File: config.mk
export PLATFORM = sky130hd
export DESIGN_NAME = spi_slv16
export DESIGN_NICKNAME = d
export VERILOG_FILES = /design/src/rtl/spi_slv16.sv
export SDC_FILE = /design/constraint.sdc
export NUM_CORES = 1
export LEC_CHECK = 0
export ABC_AREA = 1
export BUFFER_PORTS_ARGS = -buffer_cell sky130_fd_sc_hd__buf_2
export CAP_MARGIN = 20
export CORE_MARGIN = 2
export CORE_UTILIZATION = 51
export CTS_CLUSTER_SIZE = 30
export DETAILED_ROUTE_END_ITERATION = 16
export HOLD_SLACK_MARGIN = 0.05
export PLACE_DENSITY = 0.81
export SLEW_MARGIN = 20
export SYNTH_ARGS = -nofsm -noshare
export SYNTH_HDL_FRONTEND = slang
export SYNTH_SLANG_ARGS = --single-unit
File: constraint.sdc
create_clock -name clk -period 1.5 [get_ports clk]
set_clock_uncertainty 0.2 [all_clocks]
set_input_delay 0.15 -clock clk [delete_from_list [all_inputs] [get_ports clk]]
set_output_delay 0.15 -clock clk [all_outputs]
set_load 0.03 [all_outputs]
File: src/rtl/spi_slv16.sv
// spi_slv16 -- 16-bit SPI slave (SCLK idles high, data changes on falling
// SCLK and is sampled on rising SCLK, MSB first).
//
// Ports:
//   clk      system clock, all state updates on its rising edge
//   rst_n    asynchronous active-low reset
//   SS_n     slave select from the master, active low, asynchronous to clk
//   SCLK     serial clock from the master, asynchronous to clk
//   MOSI     serial data from the master
//   MISO     serial data to the master, driven 0 while SS_n is high
//   tx_data  response word for the next frame
//   wrt      one-clk strobe that captures tx_data into the response buffer
//   cmd      last complete 16-bit word received
//   cmd_rdy  one-clk pulse coincident with an update of cmd
//   frm_err  one-clk pulse when a frame ends with a bit count other than 16
module spi_slv16 (
  input  logic        clk,
  input  logic        rst_n,
  input  logic        SS_n,
  input  logic        SCLK,
  input  logic        MOSI,
  output logic        MISO,
  input  logic [15:0] tx_data,
  input  logic        wrt,
  output logic [15:0] cmd,
  output logic        cmd_rdy,
  output logic        frm_err
);

  typedef enum logic {
    IDLE   = 1'b0,
    ACTIVE = 1'b1
  } state_t;

  // Synchronizer and edge-detect flops
  logic ss_n_s1_q, ss_n_s2_q, ss_n_s3_q;
  logic ss_n_s1_d, ss_n_s2_d, ss_n_s3_d;
  logic sclk_s1_q, sclk_s2_q, sclk_s3_q;
  logic sclk_s1_d, sclk_s2_d, sclk_s3_d;
  logic mosi_s1_q, mosi_s2_q;
  logic mosi_s1_d, mosi_s2_d;

  // Start-up qualification of SS_n
  logic [1:0] fill_q, fill_d;
  logic       armed_q, armed_d;

  // Core state
  state_t      state_q, state_d;
  logic [15:0] shift_q, shift_d;
  logic [15:0] tx_buf_q, tx_buf_d;
  logic [4:0]  bit_cnt_q, bit_cnt_d;
  logic [15:0] cmd_q, cmd_d;
  logic        cmd_rdy_q, cmd_rdy_d;
  logic        frm_err_q, frm_err_d;

  logic sclk_rise;
  logic ss_fall;
  logic ss_rise;

  // The synchronizers reset to 1, so a select that is already low when reset
  // releases would look like a falling edge. fill_q waits until all three
  // SS_n flops hold real samples, and armed_q only opens once SS_n has been
  // seen high, so such a frame is ignored until a genuine new falling edge.
  assign sclk_rise = sclk_s2_q & ~sclk_s3_q;
  assign ss_fall   = armed_q & ss_n_s3_q & ~ss_n_s2_q;
  assign ss_rise   = ss_n_s2_q & ~ss_n_s3_q;

  // MISO follows raw SS_n so the line is released immediately on deselect.
  assign MISO    = ~SS_n & shift_q[15];
  assign cmd     = cmd_q;
  assign cmd_rdy = cmd_rdy_q;
  assign frm_err = frm_err_q;

  always_comb begin
    ss_n_s1_d = SS_n;
    ss_n_s2_d = ss_n_s1_q;
    ss_n_s3_d = ss_n_s2_q;
    sclk_s1_d = SCLK;
    sclk_s2_d = sclk_s1_q;
    sclk_s3_d = sclk_s2_q;
    mosi_s1_d = MOSI;
    mosi_s2_d = mosi_s1_q;

    fill_d  = (fill_q == 2'd3) ? fill_q : 2'(fill_q + 2'd1);
    armed_d = armed_q | ((fill_q == 2'd3) & ss_n_s2_q);

    tx_buf_d  = wrt ? tx_data : tx_buf_q;
    state_d   = state_q;
    shift_d   = shift_q;
    bit_cnt_d = bit_cnt_q;
    cmd_d     = cmd_q;
    cmd_rdy_d = 1'b0;
    frm_err_d = 1'b0;

    case (state_q)
      IDLE: begin
        // A write landing on the same clock as the select edge is forwarded
        // straight into the shifter rather than waiting for tx_buf.
        if (ss_fall) begin
          state_d   = ACTIVE;
          shift_d   = wrt ? tx_data : tx_buf_q;
          bit_cnt_d = 5'd0;
        end
      end
      ACTIVE: begin
        if (ss_rise) begin
          state_d = IDLE;
          if (bit_cnt_q == 5'd16) begin
            cmd_d     = shift_q;
            cmd_rdy_d = 1'b1;
          end else begin
            frm_err_d = 1'b1;
          end
        end else if (sclk_rise) begin
          shift_d = {shift_q[14:0], mosi_s2_q};
          if (bit_cnt_q != 5'd31) begin
            bit_cnt_d = bit_cnt_q + 5'd1;
          end
        end
      end
      default: state_d = IDLE;
    endcase
  end

  always_ff @(posedge clk or negedge rst_n) begin
    if (!rst_n) begin
      ss_n_s1_q <= 1'b1;
      ss_n_s2_q <= 1'b1;
      ss_n_s3_q <= 1'b1;
      sclk_s1_q <= 1'b1;
      sclk_s2_q <= 1'b1;
      sclk_s3_q <= 1'b1;
      mosi_s1_q <= 1'b1;
      mosi_s2_q <= 1'b1;
      fill_q    <= 2'd0;
      armed_q   <= 1'b0;
      state_q   <= IDLE;
      shift_q   <= 16'h0000;
      tx_buf_q  <= 16'h0000;
      bit_cnt_q <= 5'd0;
      cmd_q     <= 16'h0000;
      cmd_rdy_q <= 1'b0;
      frm_err_q <= 1'b0;
    end else begin
      ss_n_s1_q <= ss_n_s1_d;
      ss_n_s2_q <= ss_n_s2_d;
      ss_n_s3_q <= ss_n_s3_d;
      sclk_s1_q <= sclk_s1_d;
      sclk_s2_q <= sclk_s2_d;
      sclk_s3_q <= sclk_s3_d;
      mosi_s1_q <= mosi_s1_d;
      mosi_s2_q <= mosi_s2_d;
      fill_q    <= fill_d;
      armed_q   <= armed_d;
      state_q   <= state_d;
      shift_q   <= shift_d;
      tx_buf_q  <= tx_buf_d;
      bit_cnt_q <= bit_cnt_d;
      cmd_q     <= cmd_d;
      cmd_rdy_q <= cmd_rdy_d;
      frm_err_q <= frm_err_d;
    end
  end

endmodule

==> results by stage, run 1 <==
Setup path:
- The category of the critical setup timing path is flop to flop.
- The largest fanout of any net on the critical path is 4.
- The largest stage delay on the critical path is 0.40 ns.
- The capture instance of the worst register-to-register path is cmd[7].
- The start point of the critical path is bit_cnt_q[1].
- For the worst setup path, the data arrival time is 1.76 ns.
- In this design, the critical path's most frequently occurring cell is nand2_1.
- The capturing element of the worst setup path is cmd[7].
- Across all register-to-register paths, the minimum setup slack is -0.18 ns.
- Traced cell by cell, the critical path runs through inv_1, ha_2, nand4_4, buf_6, buf_12, nor2_4, nand2_1, nand2_1.
- STA classifies the critical path startpoint as a flop.
- The cell with the biggest individual delay on the critical path is dfrtp_1.
- The worst setup path is captured at a flop.
- The required time of the critical path is 1.58 ns.
- The worst reg2reg path startpoint is bit_cnt_q[1].
- The cell count of the worst reg-to-reg path is 8.

Finish:
- In the final design database the tool counted 447 nets.
- The fraction of layout cells with a size suffix above 1 is 38.3%.
- 0 antenna diodes ended up in the layout.
- The relative area change from synthesis to final layout is 37.1%.

STA:
- For this run, the top clock speed supported by timing is 594 MHz.
- The shortest period the worst path allows is 1.68 ns.
- The final-report hold violation count is 0.
- The total negative setup slack is -3.43 ns.
- The total setup violations reported at the end of the flow is 36.
- Across all setup checks in the final design, the least slack found is -0.182 ns.
- The total count of max-transition violations in the final report is 0.
- Setup repair after global routing could not meet its margin everywhere.
- The pin slew with the least headroom to its limit is 0.450 ns.
- The max-slew headroom at the worst pin is 70.0%.
- The final cycle utilization of the critical path is 112%.

Route:
- For this run, the detailed router's first-pass iteration total came to 4.
- The total DRC errors in the routed layout is 0.
- In this run, the number of DRC markers left after iteration 0 of detailed routing was 156.
- The number of vias in the routed layout is 2523.
- The average vias per placed instance is 5.07.
- The count of nets left with antenna violations once routing finished came out at 0.
- The final routed wire length divided by cell count is 14.0 µm.
- The overall routed net length is 6970 µm.

Clock tree:
- The clock transition at the registers of the reported paths is 0.07 ns.
- The number of buffers on the longest clock path is 2.
- The number of clock sinks seen by CTS is 67.
- TritonCTS built the clock tree.
- CTS built an H-tree with a depth of 3.
- In this run, CTS created clock tree buffers numbering 9.
- The root buffer cell chosen for the clock tree is clkbuf_8.
- The clock latency at the later pin of the worst-skew pair is 0.34 ns.

Die:
- The initial core utilization is 53.5%.
- The floorplan step set the die height to 80.7 µm.
- The die covers 6520 µm².
- The floorplan has 27 rows.
- In this run the standard cell core region covers 5610 µm².
- From left edge to right edge, the die measures 80.7 µm.
- During I/O placement, the number of pins put on the boundary was 41.

Synth:
- The sequential element share of the synthesized area is 56.2%.
- The unique cell type count in the Yosys netlist is 32.
- After synthesis, the mean cell area works out to 9.30 µm².
- The simple-gate share of the synthesized area is 28.7%.
- The number of nets in the synthesized netlist is 349.
- The portion of synthesized area spent on multiplexers is 0.375%.
- The compound-cell area share of the yosys netlist is 7.75%.
- The number of instances in the synthesized netlist is 323.
- The combinational family with the most area after synthesis is simple AND/OR/NAND/NOR gates.
- Counting flops and latches in the post-synthesis netlist gives 67.
- After synthesis the cells add up to 3000 µm².
- The xor/xnor cell area share of the yosys netlist is 0.292%.
- Yosys printed 0 warnings.
- The adder and majority cell fraction of the synthesized area is 1.67%.

Global route:
- The number of global-route vias before repair is 2483.
- The first global-routing pass estimated 11500 µm of wire.
- Summed over all layers, the global routing overflow is 0.
- The initial antenna violation count is 0.
- The global router's overall resource usage is 23.8%.
- Entering global routing, the biggest net connects 28 pins.

Power and ir drop:
- Overall power consumption after layout is estimated at 5.20 mW.
- The cell area power density is 1260 nW/µm².
- The leakage component of the power is 2.17 nW.
- IR analysis of the VDD net gives a maximum drop of 0.778 mV.

Placement:
- The estimated wirelength of the detail-placed design is 4290 µm.
- At the end of routability-driven placement, the weighted congestion stood at 0.826.
- Port buffering added 40 buffers.

Flow run:
- The total of max-cap violations is 0.

Run status:
- The checks that failed: negative setup slack.
- The flow ran to the end, but the final reports show violations.

Hold path:
- In this run the worst hold path is classified as input pin to asynchronous set/reset pin.
timing repair:
item / in CTS / in global routing
buffers inserted: 9 / 4
endpoints found under the hold margin: 93 / 0
cloned: 4 / 0
hold buffers: 26 / 0
pin swaps: 10 / 13
endpoints found under the setup margin: 35 / 41
resized for setup: 14 / 25
placed cells by master, fill, tap and decap left out, types with 2 or more instances in the layout:
master / Yosys / routed
o21ai_1: 1 / 6
nor2_2: 1 / 5
or2_2: 14 / 14
ha_2: 0 / 3
dfrtp_1: 59 / 58
nor2_1: 8 / 4
dlygate4sd3_1: 0 / 24
dlymetal6s4s_1: 0 / 2
buf_2: 5 / 39
buf_16: 0 / 2
buf_4: 1 / 22
clkbuf_8: 0 / 10
buf_6: 5 / 3
buf_12: 0 / 6
o21ai_2: 16 / 16
nor2_4: 0 / 2
inv_1: 10 / 6
nand3b_1: 2 / 2
nand2_1: 134 / 123
inv_2: 2 / 5
dfstp_2: 8 / 8
nand3_1: 19 / 19
clkinv_2: 0 / 3
o21ai_0: 15 / 10
nand2_4: 2 / 3
nand2_2: 3 / 12
synth_stat cells, drive strengths merged:
library cell	instances	area share, %
nand2	139	18
dfrtp	59	49
o21ai	32	7.3
nand3	20	3.8
or2	16	3.3
inv	13	1.7
buf	11	3.0
nor2	10	1.9
dfstp	8	7.0
ha	4	1.7
clkbuf	2	0.33
nand3b	2	0.50
nand4	2	0.92
a21o	1	0.25
a21oi	1	0.17
mux2	1	0.37
nor3b	1	0.25
xnor2	1	0.29
area by class of cell:
type | count | area, µm²
clock buffer | 11 | 141
inverter | 13 | 58.8
sequential | 67 | 1690
fill | 389 | 1490
multi-input combinational | 232 | 1250
tap | 72 | 90.1
timing repair buffer | 98 | 835
clock inverter | 5 | 52.6
logic make-up (layout without fill, tap and decap cells):
logic type | after synthesis | in the layout
compound gates | 34 | 34
flops | 67 | 67
simple gates | 190 | 192
buf+inv | 26 | 127
xor+xnor | 1 | 1
mux | 1 | 1
fa+ha+maj | 4 | 4
sequential cells by signal (all words and copies together), names as in the netlist:
name,cells
sclk_s2_q,1
fill_q,2
mosi_s1_q,1
cmd_rdy,1
shift_q,16
ss_n_s2_q,1
ss_n_s1_q,1
mosi_s2_q,1
sclk_s3_q,1
state_q,1
sclk_s1_q,1
frm_err,1
cmd,16
ss_n_s3_q,1
tx_buf_q,16
armed_q,1
bit_cnt_q,5
worst min-delay path by stage:
stage	slack, ns	depth (start not counted)	to
after detailed placement	-0.08	1	state_q
after global placement	-0.08	1	state_q
final	0.08	2	state_q
after floorplan	-0.35	0	armed_q
after CTS	0.06	5	shift_q[0]
after global routing	0.12	4	tx_buf_q[8]
per-stage QoR:
step                hold WS [ns]  instance area (µm²)  std cells  worst slack [ns]  util (%)
floorplan                 -0.346                 3020        323           -0.0695         -
global placement         -0.0840                 3380        439            -0.100      60.3
detailed placement       -0.0837                 3380        439            -0.149      60.3
CTS                       0.0648                 4010        494            -0.165      71.5
global route               0.118                 4120        498            -0.273      73.4
finish                    0.0802                 4120        498            -0.182      73.4
routing by layer:
layer	vias to the layer above	routed length [µm]	track usage, %
li1	1222	-	-
met1	1212	2900	29.5
met2	73	3630	40.9
met3	16	296	5.00
met4	0	143	9.49
met5	-	0	0
power breakdown:
group | internal [mW] | leakage [nW] | switching [mW] | total [mW]
combinational | 0.638 | 1.24 | 0.727 | 1.37
sequential | 2.10 | 0.834 | 0.251 | 2.35
clock | 0.805 | 0.0991 | 0.676 | 1.48
worst max-delay path, delay by kind of cell, from the launching register on:
family | cells | cell delay (ns)
fa+ha+maj | 1 | 0.19
buf+inv | 3 | 0.38
flops | 1 | 0.40
simple gates | 4 | 0.46
(Power assumes the default switching activity.)
==> inputs of run 2 (changes only) <==
--- a/config.mk
+++ b/config.mk
@@ -9,11 +9,11 @@
 export BUFFER_PORTS_ARGS = -buffer_cell sky130_fd_sc_hd__buf_2
 export CAP_MARGIN = 20
 export CORE_MARGIN = 2
-export CORE_UTILIZATION = 51
+export CORE_UTILIZATION = 57
 export CTS_CLUSTER_SIZE = 30
 export DETAILED_ROUTE_END_ITERATION = 16
 export HOLD_SLACK_MARGIN = 0.05
-export PLACE_DENSITY = 0.81
+export PLACE_DENSITY = 0.85
 export SLEW_MARGIN = 20
 export SYNTH_ARGS = -nofsm -noshare
 export SYNTH_HDL_FRONTEND = slang
==> constraint.sdc (replaced) <==
create_clock -name clk -period 1.78 [get_ports clk]
set_clock_uncertainty 0.2 [all_clocks]
set_input_delay 0.178 -clock clk [delete_from_list [all_inputs] [get_ports clk]]
set_output_delay 0.178 -clock clk [all_outputs]
set_load 0.03 [all_outputs]
==> run 2 against run 1 <==
Net effect: the flow now finishes without violations; highest routed layer unchanged; sequential share of layout area up 3.1 points; non-clock buffer count fell by 19; sequential power is 17% lower.
==> results by stage, run 2 (same netlist as run 1, synthesis figures left out) <==
Clock tree:
- The clock latency at the later pin of the worst-skew pair is 0.34 ns (about the same).
- The number of buffers inserted during clock tree synthesis came to 9 (unchanged).
- The clock transition at the registers of the reported paths is 0.07 ns (about the same).
- The clock tree from TritonCTS is done.
- The root buffer selected by CTS is clkbuf_8.
- The H-tree depth was 3 (unchanged).
- The number of clock sinks seen by CTS is 67 (unchanged).
- The number of buffers on the longest clock path was 2 (unchanged).

Global route:
- The largest net degree at the start of global routing is 37 (+32%).
- The first-pass GRT wire length is 10500 µm (-8.8%).
- The initial antenna violation count is 0 (unchanged).
- The total global routing overflow is 0 (unchanged).
- The number of global-route vias before repair came to 2374 (-4.4%).
- The global router's overall resource usage is 22.6% (-1.2 points).

STA:
- The pin slew with the least headroom to its limit is 0.448 ns (-0.00147 ns).
- The achievable clock frequency is 605 MHz (+1.7%).
- The total count of max-transition violations in the final report is 0 (unchanged).
- The shortest period the worst path allows is 1.65 ns (-0.0285 ns).
- The final cycle utilization of the critical path is 92.9% (-19 points).
- The total setup violations reported at the end of the flow is 0 (-100%).
- The post-route worst setup slack came to 0.126 ns (+0.308 ns).
- Setup repair after global routing could not meet its margin everywhere.
- The max-slew headroom at the worst pin is 70.1% (+0.098 points).
- The final-report hold violation count is 0 (unchanged).

Finish:
- The leading cell type in the layout, fill and taps excluded is nand2_1.
- The utilization of the core after routing is 75.0% (+1.5 points).
- In the layout the commonest cells are nand2_1, dfrtp_1, buf_2.
- The relative area change from synthesis to final layout is 27.5%.
- The antenna diode count is 0 (unchanged).
- The fraction of layout cells with a size suffix above 1 is 28.9% (-9.4 points).
- The number of nets in the layout is 427 (-4.5%).
- The number of standard cells in the final layout excluding fillers is 475 (-4.6%).
- The number of filler cells placed in the layout is 376 (-3.3%).

Setup path:
- The worst setup path is of the flop to flop kind.
- The largest fanout of any net on the critical path is 3 (-1).
- The largest stage delay on the critical path is 0.39 ns (about the same).
- The reg-to-reg setup timing slack is 0.13 ns (+0.31 ns).
- The capture instance of the worst register-to-register path is bit_cnt_q[2].
- The endpoint class of the critical path is a flop.
- The startpoint identified for the worst register-to-register timing path is bit_cnt_q[0].
- The cell count of the worst reg-to-reg path is 10 (+2).
- Among all stages on the critical path, the largest delay is contributed by dfrtp_1.
- The data arrival at the endpoint of the critical path is 1.73 ns (-0.03 ns).
- The required time of the critical path was 1.85 ns (+0.27 ns).
- Traced cell by cell, the critical path runs through ha_2, nand2_2, nor2_2, ha_1, nor2_2, inv_1, nand2_2, buf_4, nand3_1, nand2_1.
- STA classifies the critical path startpoint as a flop.

Die:
- The area of the core region is 5110 µm² (-8.9%).
- The area enclosed by the die boundary was 5860 µm² (-10%).
- The number of top-level design ports is 41 (unchanged).
- The floorplan row count is 26 (-3.7%).
- The initial core utilization was 58.8% (+5.2 points).
- The die boundary height was 76.6 µm (-5.1%).
- The overall die width was 76.6 µm (-5.1%).

Hold path:
- The number of cells on the worst hold path is 3.
- The startpoint identified for the worst hold timing path is wrt.
- The path with the worst hold slack has its endpoint at tx_buf_q[3].
- The worst min-delay path category is input pin to flop.

Route:
- The highest routed metal layer is met4.
- The number of vias in the routed layout was 2379 (-5.7%).
- The overall routed net length is 6050 µm (-13%).
- The final routed wire length divided by cell count is 12.7 µm (-9.0%).
- The starting DRC count in detailed routing is 208 (+33%).
- The sum of met3 wire segment lengths after detailed routing was 277 µm (-6.4%).
- The wire length the detailed router placed on met1 is 2730 µm (-5.7%).
- The number of antenna-violating nets in the routed design came to 0 (unchanged).
- The total DRC errors in the routed layout is 0 (unchanged).
- The met2 wire length is 2970 µm (-18%).
- The length of the first detailed-routing pass in iterations is 4 (unchanged).
- The average vias per placed instance was 5.01 (-1.1%).

Run status:
- The flow ran to the end, and the final reports show no timing, DRC or antenna violations.

Power and ir drop:
- The sequential fraction of design power came to 46.4% (+1.2 points).
- The fraction of power spent switching nets is 29.8% (-2.0 points).
- The leakage component of the power is 2.02 nW (-6.9%).
- The clock share of power was 31.2% (+2.7 points).
- The cell area power density is 1110 nW/µm² (-12%).
- The worst ir drop on vdd is 0.673 mV (-14%).
- The portion of total power attributed to combinational logic is 22.4% (-3.9 points).
- The power dissipated by switching net loads is 1.26 mW (-24%).
- The internal power component was 2.97 mW (-16%).

Placement:
- The worst setup slack before clock tree synthesis is -0.00875 ns (+0.140 ns).
- The estimated wirelength of the detail-placed design was 3820 µm (-11%).
- The number of cells after detailed placement is 425 (-3.2%).
- The routability-driven placement congestion ratio is 0.805 (-2.6%).
- The number of buffer cells added on primary ports is 40 (unchanged).

Flow run:
- The total of max-cap violations is 0 (unchanged).
run 2: area by class of cell:
type | count | area (µm²) | share of cell area, %
clock buffers | 14 | 183 | 4.77
clock inverters | 1 | 30.0 | 0.784
inverters | 13 | 51.3 | 1.34
multi-input cells | 231 | 1190 | 31.1
flip-flops and latches | 67 | 1690 | 44.1
well taps | 70 | 87.6 | 2.29
repair buffers | 79 | 601 | 15.7
run 2: metrics by stage:
| stage | total power [mW] | hold slack, ns | instance area (µm²) | setup TNS [ns] |
|---|---|---|---|---|
| after floorplan | 2.64 | -0.318 | 3000 | 0 |
| after detailed placement | 2.86 | -0.0583 | 3250 | -0.0141 |
| final | 4.23 | 0.0595 | 3830 | 0 |
| after CTS | 4.23 | 0.0521 | 3800 | 0 |
| after global routing | 4.46 | 0.107 | 3830 | -0.0779 |
| after global placement | 2.81 | -0.0591 | 3250 | 0 |
run 2: power groups by stage:
stage | Clock, mW | Combinational [mW] | Sequential, mW
5_1_grt | 1.39 | 1.07 | 2.00
2_1_floorplan | 0 | 0.718 | 1.92
4_1_cts | 1.34 | 0.937 | 1.96
3_3_place_gp | 0 | 0.833 | 1.98
3_5_place_dp | 0 | 0.875 | 1.99
6_report | 1.32 | 0.948 | 1.96
run 2: worst max-delay path by stage:
stage | start | to | cells after the start
2_1_floorplan | bit_cnt_q[0] | bit_cnt_q[3] | 10
3_3_place_gp | bit_cnt_q[0] | bit_cnt_q[3] | 10
3_5_place_dp | bit_cnt_q[0] | bit_cnt_q[3] | 10
4_1_cts | bit_cnt_q[0] | bit_cnt_q[3] | 10
5_1_grt | bit_cnt_q[1] | bit_cnt_q[2] | 10
6_report | bit_cnt_q[0] | bit_cnt_q[2] | 10
run 2: worst max-delay path: cells and delay by family (launching register included):
kind | cells | cell delay, ns
DFF | 1 | 0.39
adders and majority gates | 2 | 0.38
buffers and inverters | 2 | 0.18
and+or+nand+nor | 6 | 0.44
run 2: what timing repair did:
item,in CTS,in global routing
gates resized for setup,1,4
endpoints found under the setup margin,5,8
hold buffers,33,0
gates cloned,0,1
hold endpoints to repair,88,0
pin swaps,0,3
buffers inserted,0,1
run 2: routing by layer:
| layer | vias up | global-route usage, % |
|---|---|---|
| li1 | 1177 | - |
| met4 | 0 | 9.64 |
| met2 | 67 | 38.0 |
| met1 | 1126 | 29.0 |
| met5 | - | 0 |
| met3 | 9 | 4.15 |
==> inputs of run 3 (changes only) <==
==> constraint.sdc (replaced) <==
create_clock -name clk -period 1.71 [get_ports clk]
set_clock_uncertainty 0.2 [all_clocks]
set_input_delay 0.171 -clock clk [delete_from_list [all_inputs] [get_ports clk]]
set_output_delay 0.171 -clock clk [all_outputs]
set_load 0.03 [all_outputs]
==> run 3 against run 2 <==
Net effect: final cell count increased by 0.42%; utilization increased by 1.2 points; worst hold slack improved by 0.020 ns; total power increased by 11%; count of clock-buffer cells in the layout decreased by 3; fmax decreased by 2.5%; worst setup slack got worse by 0.11 ns; sequential cell count unchanged; register-to-register slack got worse by 0.11 ns; first-iteration DRC count decreased by 11%; non-clock buffer count increased by 1; global-route usage increased by 0.59 points.
==> results by stage, run 3 (same netlist as run 1, synthesis figures left out) <==
Clock tree:
- The clock tree from TritonCTS is done.
- The clock transition at the registers of the reported paths is 0.07 ns (about the same).
- The tree is rooted in a clkbuf_8.
- The H-tree depth was 3 (unchanged).
- The number of clock sinks seen by CTS is 67 (unchanged).
- The number of buffers inserted during clock tree synthesis was 9 (unchanged).
- The number of buffers on the longest clock path came to 2 (unchanged).
- The clock latency at the later pin of the worst-skew pair came to 0.34 ns (about the same).

Placement:
- The estimated wirelength of the detail-placed design is 3860 µm (+1.1%).
- The number of cells after detailed placement is 427 (+0.47%).
- The routability-driven placement congestion ratio came to 0.802 (-0.36%).
- The number of buffer cells added on primary ports is 40 (unchanged).

Finish:
- The fraction of layout cells with a size suffix above 1 is 31.7% (+2.8 points).
- From synthesis to final layout, the design area changed by 29.5%.
- The antenna diode count is 0 (unchanged).
- The number of filler cells placed in the layout is 354 (-5.9%).
- The multi-input logic area is 1220 µm² (+2.3%).
- The area taken by flip-flops and latches was 1690 µm² (unchanged).
- The number of standard cells in the final layout excluding fillers is 477 (+0.42%).
- The library cells used most frequently in the layout, excluding fill and tap cells, are nand2_1, dfrtp_1, buf_2.
- The number of nets in the layout came to 428 (+0.23%).
- The leading cell type in the layout, fill and taps excluded is nand2_1.

Power and ir drop:
- The internal power component is 3.31 mW (+11%).
- The clock share of power is 33.7% (+2.5 points).
- The power dissipated by switching net loads came to 1.38 mW (+9.1%).
- The sequential fraction of design power is 43.9% (-2.5 points).
- The cell area power density is 1210 nW/µm² (+9.0%).
- The portion of total power attributed to combinational logic is 22.4% (about the same).
- The leakage component of the power is 2.05 nW (+1.5%).
- The worst ir drop on vdd is 0.741 mV (+10%).
- The fraction of power spent switching nets came to 29.4% (-0.42 points).

Setup path:
- The worst setup path is captured at a flop.
- The cell that appears most often on the critical path is nand2_2.
- The data arrival at the endpoint of the critical path was 1.73 ns (about the same).
- The critical path goes through ha_2, nand2_2, nor2_2, ha_2, nor2_2, inv_1, nand2_2, nand2_2, nand2_1, nand2_2.
- The largest stage delay on the critical path is 0.41 ns (+0.02 ns).
- The kind of start point of the critical path is a flop.
- The critical path in this run is classified as flop to flop.
- The largest fanout of any net on the critical path is 5 (+2).
- The required time of the critical path was 1.74 ns (-0.11 ns).
- The slowest stage of the critical path is the dfrtp_1 cell.

Flow run:
- The total of max-cap violations was 0 (unchanged).

Hold path:
- The min-delay analysis places its worst path in the category input pin to asynchronous set/reset pin.

Global route:
- The number of global-route vias before repair is 2302 (-3.0%).
- The total global routing overflow is 0 (unchanged).
- The global routing met3 resource utilization is 5.21% (+1.1 points).
- The layer with the highest usage after global routing is met2.
- The global routing met2 resource utilization came to 37.5% (-0.44 points).
- The global router's overall resource usage is 23.2% (+0.59 points).
- The largest net degree at the start of global routing is 40 (+8.1%).
- The first-pass GRT wire length is 10500 µm (+0.19%).
- The initial antenna violation count is 0 (unchanged).
- The met1 usage is 29.9% (+0.88 points).

Die:
- The overall die width is 76.6 µm (unchanged).
- The number of top-level design ports is 41 (unchanged).
- The floorplan row count came to 26 (unchanged).
- The area enclosed by the die boundary is 5860 µm² (unchanged).
- The die boundary height is 76.6 µm (unchanged).
- The initial core utilization is 58.8% (unchanged).
- The area of the core region is 5110 µm² (unchanged).

STA:
- The achievable clock frequency was 590 MHz (-2.5%).
- The total setup violations reported at the end of the flow is 0 (unchanged).
- The total count of max-transition violations in the final report is 0 (unchanged).
- The pin slew with the least headroom to its limit came to 0.366 ns (-0.0824 ns).
- The shortest period the worst path allows is 1.70 ns (+0.0420 ns).
- The max-slew headroom at the worst pin was 75.6% (+5.5 points).
- The total negative setup slack is 0 ns (unchanged).
- The final-report hold violation count is 0 (unchanged).
- The final cycle utilization of the critical path came to 99.2% (+6.3 points).
- Setup repair after global routing could not meet its margin everywhere.

Route:
- The final routed wire length divided by cell count was 13.2 µm (+3.8%).
- The total DRC errors in the routed layout is 0 (unchanged).
- The number of antenna-violating nets in the routed design is 0 (unchanged).
- The average vias per placed instance is 4.97 (-0.75%).
- The starting DRC count in detailed routing is 186 (-11%).
- The length of the first detailed-routing pass in iterations is 4 (unchanged).
- The number of vias in the routed layout is 2371 (-0.34%).
- The overall routed net length is 6310 µm (+4.2%).

Run status:
- The run finished with clean final reports.
-- run 3: critical path, delay by kind of cell, from the launching register on --
kind / cells / cell delay [ns]
adders and majority gates: 2 / 0.36
and+or+nand+nor: 7 / 0.55
DFF: 1 / 0.41
buffers and inverters: 1 / 0.06
-- run 3: routing by layer --
metal	wire, µm	up-vias
li1	-	1186
met2	3170	61
met1	2760	1113
met3	237	11
met4	140	0
met5	0	-
-- run 3: what timing repair did --
action                                  CTS  global route
hold buffers                             28             0
endpoints found under the setup margin    5            31
cloned                                    0             1
pin swaps                                 1            10
resized for setup                         2            14
setup buffers                             3             2
endpoints found under the hold margin    91             0
-- run 3: area by class of cell --
class,count,share of cell area (%)
timing repair buffer,80,15.5
inverter,13,1.32
multi-input combinational,231,31.3
clock inverter,5,2.57
tap,70,2.25
clock buffer,11,3.64
sequential,67,43.4
-- run 3: final timing paths --
check | start | end | slack, ns | cells past startpoint
max in group asynchronous | rst_n | tx_buf_q[15] | 0.70 | 3
min in group clk | wrt | tx_buf_q[9] | 0.12 | 4
hold reg to reg | ss_n_s1_q | ss_n_s2_q | 0.15 | 0
setup reg to reg | bit_cnt_q[0] | bit_cnt_q[0] | 0.01 | 10
setup / recovery | bit_cnt_q[0] | bit_cnt_q[0] | 0.01 | 10
hold / removal | rst_n | fill_q[0] | 0.08 | 2
-- run 3: power groups by stage --
stage / combinational, mW / clock, mW / sequential, mW
2_1_floorplan: 0.748 / 0 / 2.00
3_3_place_gp: 0.873 / 0 / 2.06
3_5_place_dp: 0.911 / 0 / 2.08
4_1_cts: 1.01 / 1.60 / 2.05
5_1_grt: 1.17 / 1.66 / 2.08
6_report: 1.05 / 1.58 / 2.06
-- run 3: per-stage QoR --
stage | worst slack [ns] | util [%] | instance area [µm²] | hold WS, ns | power [mW]
CTS | 0.00430 | 74.5 | 3810 | 0.0657 | 4.66
finish | 0.0142 | 76.1 | 3890 | 0.0797 | 4.69
floorplan | 0.0166 | - | 3000 | -0.325 | 2.75
global route | -0.0567 | 76.1 | 3890 | 0.109 | 4.92
global placement | 0.0104 | 63.8 | 3260 | -0.109 | 2.94
detailed placement | -0.0629 | 63.8 | 3260 | -0.102 | 2.99
